`config.mk`:
```
export PLATFORM = sky130hd
export DESIGN_NAME = pipe_stage_reg
export DESIGN_NICKNAME = d
export VERILOG_FILES = /design/src/rtl/pipe_stage_reg.sv
export SDC_FILE = /design/constraint.sdc
export NUM_CORES = 1
export LEC_CHECK = 0
export CORE_MARGIN = 3
export CORE_UTILIZATION = 37
export CTS_BUF_LIST = sky130_fd_sc_hd__clkbuf_4 sky130_fd_sc_hd__clkbuf_8
export CTS_CLUSTER_DIAMETER = 30
export CTS_CLUSTER_SIZE = 12
export DETAILED_ROUTE_END_ITERATION = 10
export PLACE_DENSITY = 0.68
export REMOVE_ABC_BUFFERS = 1
export SLEW_MARGIN = 40
export SYNTH_ARGS = -nofsm -noshare
export SYNTH_HDL_FRONTEND = slang
export SYNTH_SLANG_ARGS = --single-unit
```
`constraint.sdc`:
```
create_clock -name clk -period 2 [get_ports clk]
set_input_delay 0.6 -clock clk [delete_from_list [all_inputs] [get_ports clk]]
set_output_delay 0.6 -clock clk [all_outputs]
set_load 0.1 [all_outputs]
```
`src/rtl/pipe_stage_reg.sv`:
```
// ---------------------------------------------------------------------------
// pipe_stage_reg
//
// One pipeline boundary register for an in-order integer pipeline. It captures
// the upstream slot (valid, instruction, PC, delay-slot flag, exception code),
// merges any exception raised at this boundary, precomputes PC+4 / PC+8 for
// the downstream stage, and counts how long a valid entry has been stalled.
//
// Edge priority: reset > flush > hold (en=0) > load.
//
// Ports
//   clk          in   1        single clock, rising edge
//   reset        in   1        asynchronous active-low reset
//   en           in   1        advance enable; 0 holds the stage
//   flush        in   1        replace the stage contents with a bubble
//   valid_in     in   1        upstream slot holds a real instruction
//   instr_in     in   INSTR_W  upstream instruction
//   pc_in        in   PC_W     upstream PC
//   exc_in       in   EXC_W    exception code from earlier stages (0 = none)
//   exc_local    in   EXC_W    exception detected at this boundary (0 = none)
//   bj_in        in   1        upstream instruction is in a branch delay slot
//   valid_out    out  1        registered valid
//   instr_out    out  INSTR_W  registered instruction, 0 when excepted/invalid
//   pc_out       out  PC_W     registered PC
//   pc4_out      out  PC_W     registered PC + 4 (wrapping)
//   pc8_out      out  PC_W     registered PC + 8 (wrapping)
//   exc_out      out  EXC_W    registered effective exception code
//   bj_out       out  1        registered delay-slot flag
//   exc_pending  out  1        valid_out and a non-zero exc_out
//   stall_cnt    out  CNT_W    consecutive hold cycles of a valid entry
// ---------------------------------------------------------------------------
module pipe_stage_reg #(
    parameter int PC_W             = 32,
    parameter int INSTR_W          = 32,
    parameter int EXC_W            = 5,
    parameter int CNT_W            = 8,
    parameter int KEEP_PC_ON_FLUSH = 1
) (
    input  logic               clk,
    input  logic               reset,
    input  logic               en,
    input  logic               flush,
    input  logic               valid_in,
    input  logic [INSTR_W-1:0] instr_in,
    input  logic [PC_W-1:0]    pc_in,
    input  logic [EXC_W-1:0]   exc_in,
    input  logic [EXC_W-1:0]   exc_local,
    input  logic               bj_in,
    output logic               valid_out,
    output logic [INSTR_W-1:0] instr_out,
    output logic [PC_W-1:0]    pc_out,
    output logic [PC_W-1:0]    pc4_out,
    output logic [PC_W-1:0]    pc8_out,
    output logic [EXC_W-1:0]   exc_out,
    output logic               bj_out,
    output logic               exc_pending,
    output logic [CNT_W-1:0]   stall_cnt
);

    localparam logic [PC_W-1:0]    PC_INC4   = PC_W'(32'd4);
    localparam logic [PC_W-1:0]    PC_INC8   = PC_W'(32'd8);
    localparam logic [PC_W-1:0]    PC_ZERO   = {PC_W{1'b0}};
    localparam logic [INSTR_W-1:0] INSTR_NOP = {INSTR_W{1'b0}};
    localparam logic [EXC_W-1:0]   EXC_NONE  = {EXC_W{1'b0}};
    localparam logic [CNT_W-1:0]   CNT_ZERO  = {CNT_W{1'b0}};
    localparam logic [CNT_W-1:0]   CNT_ONE   = CNT_W'(32'd1);
    localparam logic [CNT_W-1:0]   CNT_MAX   = {CNT_W{1'b1}};

    // Effective exception for an incoming slot: an invalid slot carries none,
    // and an older (upstream) exception outranks one raised here.
    function automatic logic [EXC_W-1:0] eff_exc(
        input logic             valid,
        input logic [EXC_W-1:0] upstream,
        input logic [EXC_W-1:0] local_code
    );
        logic [EXC_W-1:0] code;
        if (!valid) begin
            code = EXC_NONE;
        end else if (upstream != EXC_NONE) begin
            code = upstream;
        end else begin
            code = local_code;
        end
        return code;
    endfunction

    // Saturating increment for the stall counter.
    function automatic logic [CNT_W-1:0] sat_inc(input logic [CNT_W-1:0] value);
        logic [CNT_W-1:0] result;
        if (value == CNT_MAX) begin
            result = CNT_MAX;
        end else begin
            result = value + CNT_ONE;
        end
        return result;
    endfunction

    logic               valid_r;
    logic [INSTR_W-1:0] instr_r;
    logic [PC_W-1:0]    pc_r;
    logic [PC_W-1:0]    pc4_r;
    logic [PC_W-1:0]    pc8_r;
    logic [EXC_W-1:0]   exc_r;
    logic               bj_r;
    logic [CNT_W-1:0]   stall_cnt_r;

    logic               valid_nxt_s;
    logic [INSTR_W-1:0] instr_nxt_s;
    logic [PC_W-1:0]    pc_nxt_s;
    logic [PC_W-1:0]    pc4_nxt_s;
    logic [PC_W-1:0]    pc8_nxt_s;
    logic [EXC_W-1:0]   exc_nxt_s;
    logic               bj_nxt_s;
    logic [CNT_W-1:0]   stall_cnt_nxt_s;

    logic [EXC_W-1:0]   load_exc_s;
    logic [PC_W-1:0]    load_pc4_s;
    logic [PC_W-1:0]    load_pc8_s;

    // Values the stage would capture on a load edge (PC sums wrap naturally).
    always_comb begin
        load_exc_s = eff_exc(valid_in, exc_in, exc_local);
        load_pc4_s = pc_in + PC_INC4;
        load_pc8_s = pc_in + PC_INC8;
    end

    // Next-state selection: flush beats hold, hold beats load.
    always_comb begin
        valid_nxt_s     = valid_r;
        instr_nxt_s     = instr_r;
        pc_nxt_s        = pc_r;
        pc4_nxt_s       = pc4_r;
        pc8_nxt_s       = pc8_r;
        exc_nxt_s       = exc_r;
        bj_nxt_s        = bj_r;
        stall_cnt_nxt_s = stall_cnt_r;

        if (flush) begin
            valid_nxt_s     = 1'b0;
            instr_nxt_s     = INSTR_NOP;
            exc_nxt_s       = EXC_NONE;
            stall_cnt_nxt_s = CNT_ZERO;
            // The bubble may keep the killed slot's PC so a later restart
            // or EPC capture still sees where the pipeline stood.
            if (KEEP_PC_ON_FLUSH != 0) begin
                pc_nxt_s  = pc_in;
                pc4_nxt_s = load_pc4_s;
                pc8_nxt_s = load_pc8_s;
                bj_nxt_s  = bj_in;
            end else begin
                pc_nxt_s  = PC_ZERO;
                pc4_nxt_s = PC_ZERO;
                pc8_nxt_s = PC_ZERO;
                bj_nxt_s  = 1'b0;
            end
        end else if (!en) begin
            // Hold: contents unchanged; only a valid entry accumulates stall time.
            if (valid_r) begin
                stall_cnt_nxt_s = sat_inc(stall_cnt_r);
            end else begin
                stall_cnt_nxt_s = stall_cnt_r;
            end
        end else begin
            valid_nxt_s     = valid_in;
            pc_nxt_s        = pc_in;
            pc4_nxt_s       = load_pc4_s;
            pc8_nxt_s       = load_pc8_s;
            bj_nxt_s        = bj_in;
            exc_nxt_s       = load_exc_s;
            stall_cnt_nxt_s = CNT_ZERO;
            // An excepted or empty slot must not execute downstream: send a nop.
            if (valid_in && (load_exc_s == EXC_NONE)) begin
                instr_nxt_s = instr_in;
            end else begin
                instr_nxt_s = INSTR_NOP;
            end
        end
    end

    // Stage register with asynchronous clear; nothing survives reset.
    always_ff @(posedge clk or negedge reset) begin
        if (!reset) begin
            valid_r     <= 1'b0;
            instr_r     <= INSTR_NOP;
            pc_r        <= PC_ZERO;
            pc4_r       <= PC_ZERO;
            pc8_r       <= PC_ZERO;
            exc_r       <= EXC_NONE;
            bj_r        <= 1'b0;
            stall_cnt_r <= CNT_ZERO;
        end else begin
            valid_r     <= valid_nxt_s;
            instr_r     <= instr_nxt_s;
            pc_r        <= pc_nxt_s;
            pc4_r       <= pc4_nxt_s;
            pc8_r       <= pc8_nxt_s;
            exc_r       <= exc_nxt_s;
            bj_r        <= bj_nxt_s;
            stall_cnt_r <= stall_cnt_nxt_s;
        end
    end

    // Output drive: registered values, plus the derived pending flag.
    always_comb begin
        valid_out   = valid_r;
        instr_out   = instr_r;
        pc_out      = pc_r;
        pc4_out     = pc4_r;
        pc8_out     = pc8_r;
        exc_out     = exc_r;
        bj_out      = bj_r;
        stall_cnt   = stall_cnt_r;
        exc_pending = valid_r && (exc_r != EXC_NONE);
    end

endmodule

```
After elaboration in Yosys (flattened, before gate mapping):

Cells that the tools add are included.
W data, S select, Z words.

* register bits: 143
* bits of input ports: 80
* output and inout port bits: 144
* logic and storage cells: 40

* $add $sub $neg: 3
* equal/unequal tests: 1
* multiplexer cells: 21
* reduce and logical (&&, ||, !) cells: 7

Operators by type and width (count)
* $mux W32: 9
* $add A32 B3 Y32 const B: 1
* $add A32 B4 Y32 const B: 1
* $mux W8: 4
* $mux W5: 4
* $reduce_bool A5 Y1: 2
* $add A8 B1 Y8 const B: 1
* $eq A8 B8 Y1 const B: 1
* $logic_not A5 Y1: 1
* $mux W1: 4
* $reduce_bool A3 Y1: 1
* $logic_and A1 B1 Y1: 2
* $reduce_bool A2 Y1: 1

Logic depth before layout (Yosys ltp):

* depth after elaboration: 8
* depth in mapped cells: 7
* gate-level depth less buffers: 5

Least setup slack after synthesis:

OpenSTA, ideal clock, no wires.

* kind: reg-to-output
* start point: register valid_r, in the netlist valid_out
* end point: output port exc_pending
* arrival time: 2010 ps
* required time: 1400 ps
* setup slack: -610 ps
* stages on the path, launching flop included: 3
* buffers on the path: 1
* cell sequence: dfrtp_1 clkbuf_1 o21a_1

* longest elaborated chain between the ends: 1

Ends and longest elaborated chain
* from (decl): RTL line 98 `logic valid_r;`
* from (signal assigned): RTL line 192 `valid_r <= valid_nxt_s;`
* $logic_and A1 B1 Y1: RTL line 213 `exc_pending = valid_r && (exc_r != EXC_NONE);`
* to (decl): RTL line 56 `output logic exc_pending,`

Every way passes these cells.

Final worst setup path:

* start point: register exc_r[1], in the netlist exc_out[1]
* end point: output port exc_pending

* longest elaborated chain between the ends: 2

Ends and longest elaborated chain
* from (decl): RTL line 103 `logic [EXC_W-1:0] exc_r;`
* from (signal assigned): RTL line 197 `exc_r <= exc_nxt_s;`
* $reduce_bool A5 Y1: RTL line 213
* $logic_and A1 B1 Y1: RTL line 213

Every way passes these cells.

==> flow_metrics.py <==
metrics = {
    "outcome": {
        "outcome": "finished, violations left",
        "violations": "negative setup slack",
    },
    "timing": {
        "slew_viol_final": 0,
        "layout_setup_ws_ns": -0.3175,
        "min_period_over_period_pct": 115.9,
        "fin_crit_ns": 2.317,
        "rsz0062_at_grt": "true",
        "hold_violations": 0,
        "final.setup.tns_ns": -0.3175,
        "clock_skew_ns": 0.005748,
        "finalSetupViolations": 1,
        "clock.fmax_mhz": 431.5,
        "slew_headroom_pct": 73.57,
        "worstMarginPinSlew_ns": 0.3910,
    },
    "global_route": {
        "grt_pass1_vias": 6652,
        "grt.total_usage_pct": 22.34,
        "antenna_found_initial": 6,
        "grt_overflow": 0,
        "grt_max_degree": 46,
        "grt_pass1_wl_um": 35160,
    },
    "synthesis": {
        "syn_area_mm2": 0.006633,
        "synth_edf_count": 0,
        "seq_area_frac_synth_pct": 52.07,
        "synth_warnings": 0,
        "ys_ff_latch": 138,
        "syn_area_per_cell_um2": 9.276,
        "synth_cells": 715,
        "synth_flop_cell": "dfrtp_1",
        "yosys.cell_types.count": 50,
        "synthArstFlopShare_pct": 100.0,
    },
    "clock_network": {
        "ctsHoldBuffers": 0,
        "cts_sinks": 138,
        "h-tree-depth": 4,
        "cts_tree": "done",
        "cts_buffer_depth": 2,
        "clockRootBuffer": "clkbuf_8",
        "cts_buffers": 17,
        "cts.clk_slew.worst_paths_ns": 0.08,
        "clk_latency_ns": 0.44,
    },
    "power_and_ir_drop": {
        "power_density_mw_per_mm2": 716.8,
        "leakagePower_nw": 5.357,
        "peakVddDrop_v": 0.0004330,
    },
    "floorplanning": {
        "start_util_pct": 38.08,
        "rows": 48,
        "die-area_mm2": 0.01957,
        "die_h_um": 139.9,
        "die-width_um": 139.9,
        "top_level_ports": 224,
        "core-area_mm2": 0.01742,
    },
    "setup_path": {
        "cp_cell_sequence": "or4_1 -> o21a_1 -> buf_12",
        "max_stage_delay_ns": 0.51,
        "worstPathRequired_ns": 1.40,
        "worstSetupEndpointType": "primary output",
        "critPathLaunchType": "flip-flop",
        "r2r-start": "stall_cnt[0]",
        "cp_top_family": "simple AND/OR/NAND/NOR gates",
        "critPathBufInv": 1,
        "startpoint": "exc_out[1]",
        "cp.arrival_ns": 1.72,
        "crit_slowest_cell": "or4_1",
        "path_max_fanout": 2,
        "worstSetupPathType": "flip-flop to primary output",
    },
    "routing": {
        "vias_per_cell": 5.263,
        "wl_per_cell_um": 17.35,
        "drt_iter0_drc": 332,
        "vias": 6726,
        "drt_wl_total_um": 22180,
        "drc_errors": 0,
        "drtAntennaViolNets": 0,
        "first_pass_iters": 5,
    },
    "placed_design": {
        "io_buffers": 223,
        "gp_congestion": 0.9431,
        "detailed_place_hpwl_um": 17240,
    },
    "cells_and_area": {
        "utilization_pct": 68.74,
        "nets": 1121,
        "fill_cells": 1310,
        "drive_above_1_share_pct": 33.11,
        "syn2layout_area_growth_pct": 80.49,
    },
    "hold_path": {
        "hp-class": "input port to asynchronous set/reset pin",
    },
    "run": {
        "maxCapViolations": 0,
    },
}
## report_power, final
part           internal (W)  switching (W)  total, W
Combinational       0.00110        0.00189   0.00298
Sequential          0.00296       0.000203   0.00316
Clock               0.00126        0.00118   0.00244
Total               0.00531        0.00327   0.00858
## Yosys cell counts (3+ instances only)
library cell / instances / share of area (%)
nand2_1: 144 / 8.1
dfrtp_1: 138 / 52
nor2_1: 66 / 3.7
o21ai_0: 37 / 2.8
a22oi_1: 36 / 4.1
nand3_1: 31 / 2.3
clkbuf_1: 30 / 1.7
a31oi_1: 24 / 2.3
nand4_1: 16 / 1.5
and3_1: 15 / 1.4
or4_1: 15 / 1.7
xnor2_1: 15 / 2.0
nor3_1: 13 / 0.98
o31ai_1: 11 / 1.2
a21oi_1: 10 / 0.75
and2_1: 9 / 0.85
nor4_1: 9 / 0.85
xor2_1: 9 / 1.2
buf_4: 8 / 0.91
inv_1: 8 / 0.45
buf_2: 7 / 0.53
a21o_1: 6 / 0.68
and4_1: 6 / 0.79
buf_6: 6 / 1.0
a221o_1: 4 / 0.60
a2bb2oi_1: 4 / 0.53
or3_1: 4 / 0.38
a211o_1: 3 / 0.40
buf_1: 3 / 0.17
ha_1: 3 / 0.57
or2_2: 3 / 0.28
## layer usage
metal	wire length (µm)	vias up	track usage (%)
li1	-	3182	-
met1	9116	3243	28.88
met2	10850	257	36.84
met3	1748	36	5.876
met4	428	8	6.935
met5	35	-	0
## timing repair
action	in CTS	in global routing
pin swaps	9	9
gates resized for setup	30	24
setup buffers	3	3
setup endpoints to repair	29	28
## stage by stage
stage | hold slack, ns | setup slack (ns) | instances | power [W] | area (µm²)
floorplan | 0.3044 | -2.737 | 658 | 0.004713 | 6314
CTS | 0.009764 | -0.3525 | 1273 | 0.008649 | 11840
global placement | 0.5073 | -0.7563 | 1238 | 0.006173 | 11360
detailed placement | 0.5079 | -0.8221 | 1238 | 0.006191 | 11360
global route | 0.01876 | -0.3760 | 1278 | 0.008873 | 11970
finish | 0.02470 | -0.3175 | 1278 | 0.008582 | 11970
## worst register-to-register path: stages, from the launching register on
cell,delay [ns]
dfrtp_1,0.49
ha_1,0.22
nand2_1,0.08
nor2_1,0.17
nand3_1,0.23
a211oi_1,0.26
## area by class of cell
type / instances / area (µm²) / area share [%]
clock buffers: 17 / 234.0 / 1.954
flip-flops and latches: 138 / 3453 / 28.85
inverters: 8 / 30.03 / 0.2508
repair buffers: 361 / 4801 / 40.10
well taps: 225 / 281.5 / 2.352
clock inverters: 15 / 188.9 / 1.578
diodes: 2 / 5.005 / 0.04181
multi-input cells: 512 / 2978 / 24.87
## path summary, 6_finish.rpt
| check | to | slack [ns] | cells after the start |
|---|---|---|---|
| worst max-delay path | exc_pending | -0.32 | 3 |
| worst min-delay path | stall_cnt[3] | 0.02 | 1 |
| worst max register to register | stall_cnt[3] | 0.45 | 5 |
| worst min register to register | bj_out | 0.53 | 2 |
| max in group asynchronous | pc8_out[15] | 1.37 | 2 |
| min in group clk | bj_out | 0.53 | 2 |
## registers in the layout, summed over array words and instances, names as in the netlist
register and flops:
stall_cnt 8, instr_out 32, pc_out 32, pc8_out 29, bj_out 1, pc4_out 30
valid_out 1, exc_out 5
## cells by family (layout without fill, tap and decap cells)
group | after synthesis | count (layout) | share of synthesized area, %
fa+ha+maj | 3 | 3 | 0.5660
xor+xnor | 24 | 24 | 3.169
simple gates | 341 | 341 | 24.41
buf+inv | 65 | 401 | 5.263
mux | 1 | 1 | 0.1509
flops | 138 | 138 | 52.07
compound gates | 143 | 143 | 14.37
other cells | 0 | 2 | 0
## cell usage in the layout (no fill, tap or decap), drive strengths merged, types with 5 or more instances in the layout
| cell type | instances |
|---|---|
| clkinv | 6 |
| nand3 | 32 |
| a31oi | 24 |
| and3 | 16 |
| o31ai | 11 |
| clkdlybuf4s50 | 57 |
| a21oi | 10 |
| a21o | 6 |
| dfrtp | 138 |
| dlygate4sd2 | 11 |
| o21ai | 37 |
| dlymetal6s2s | 5 |
| a22oi | 36 |
| nor3 | 13 |
| and2 | 9 |
| inv | 13 |
| buf | 283 |
| clkdlybuf4s15 | 5 |
| nand4 | 17 |
| nor4 | 9 |
| xor2 | 9 |
| xnor2 | 15 |
| nand2 | 145 |
| nor2 | 66 |
| clkbuf | 17 |
| or4 | 16 |
| and4 | 6 |
(Power assumes the default switching activity.)
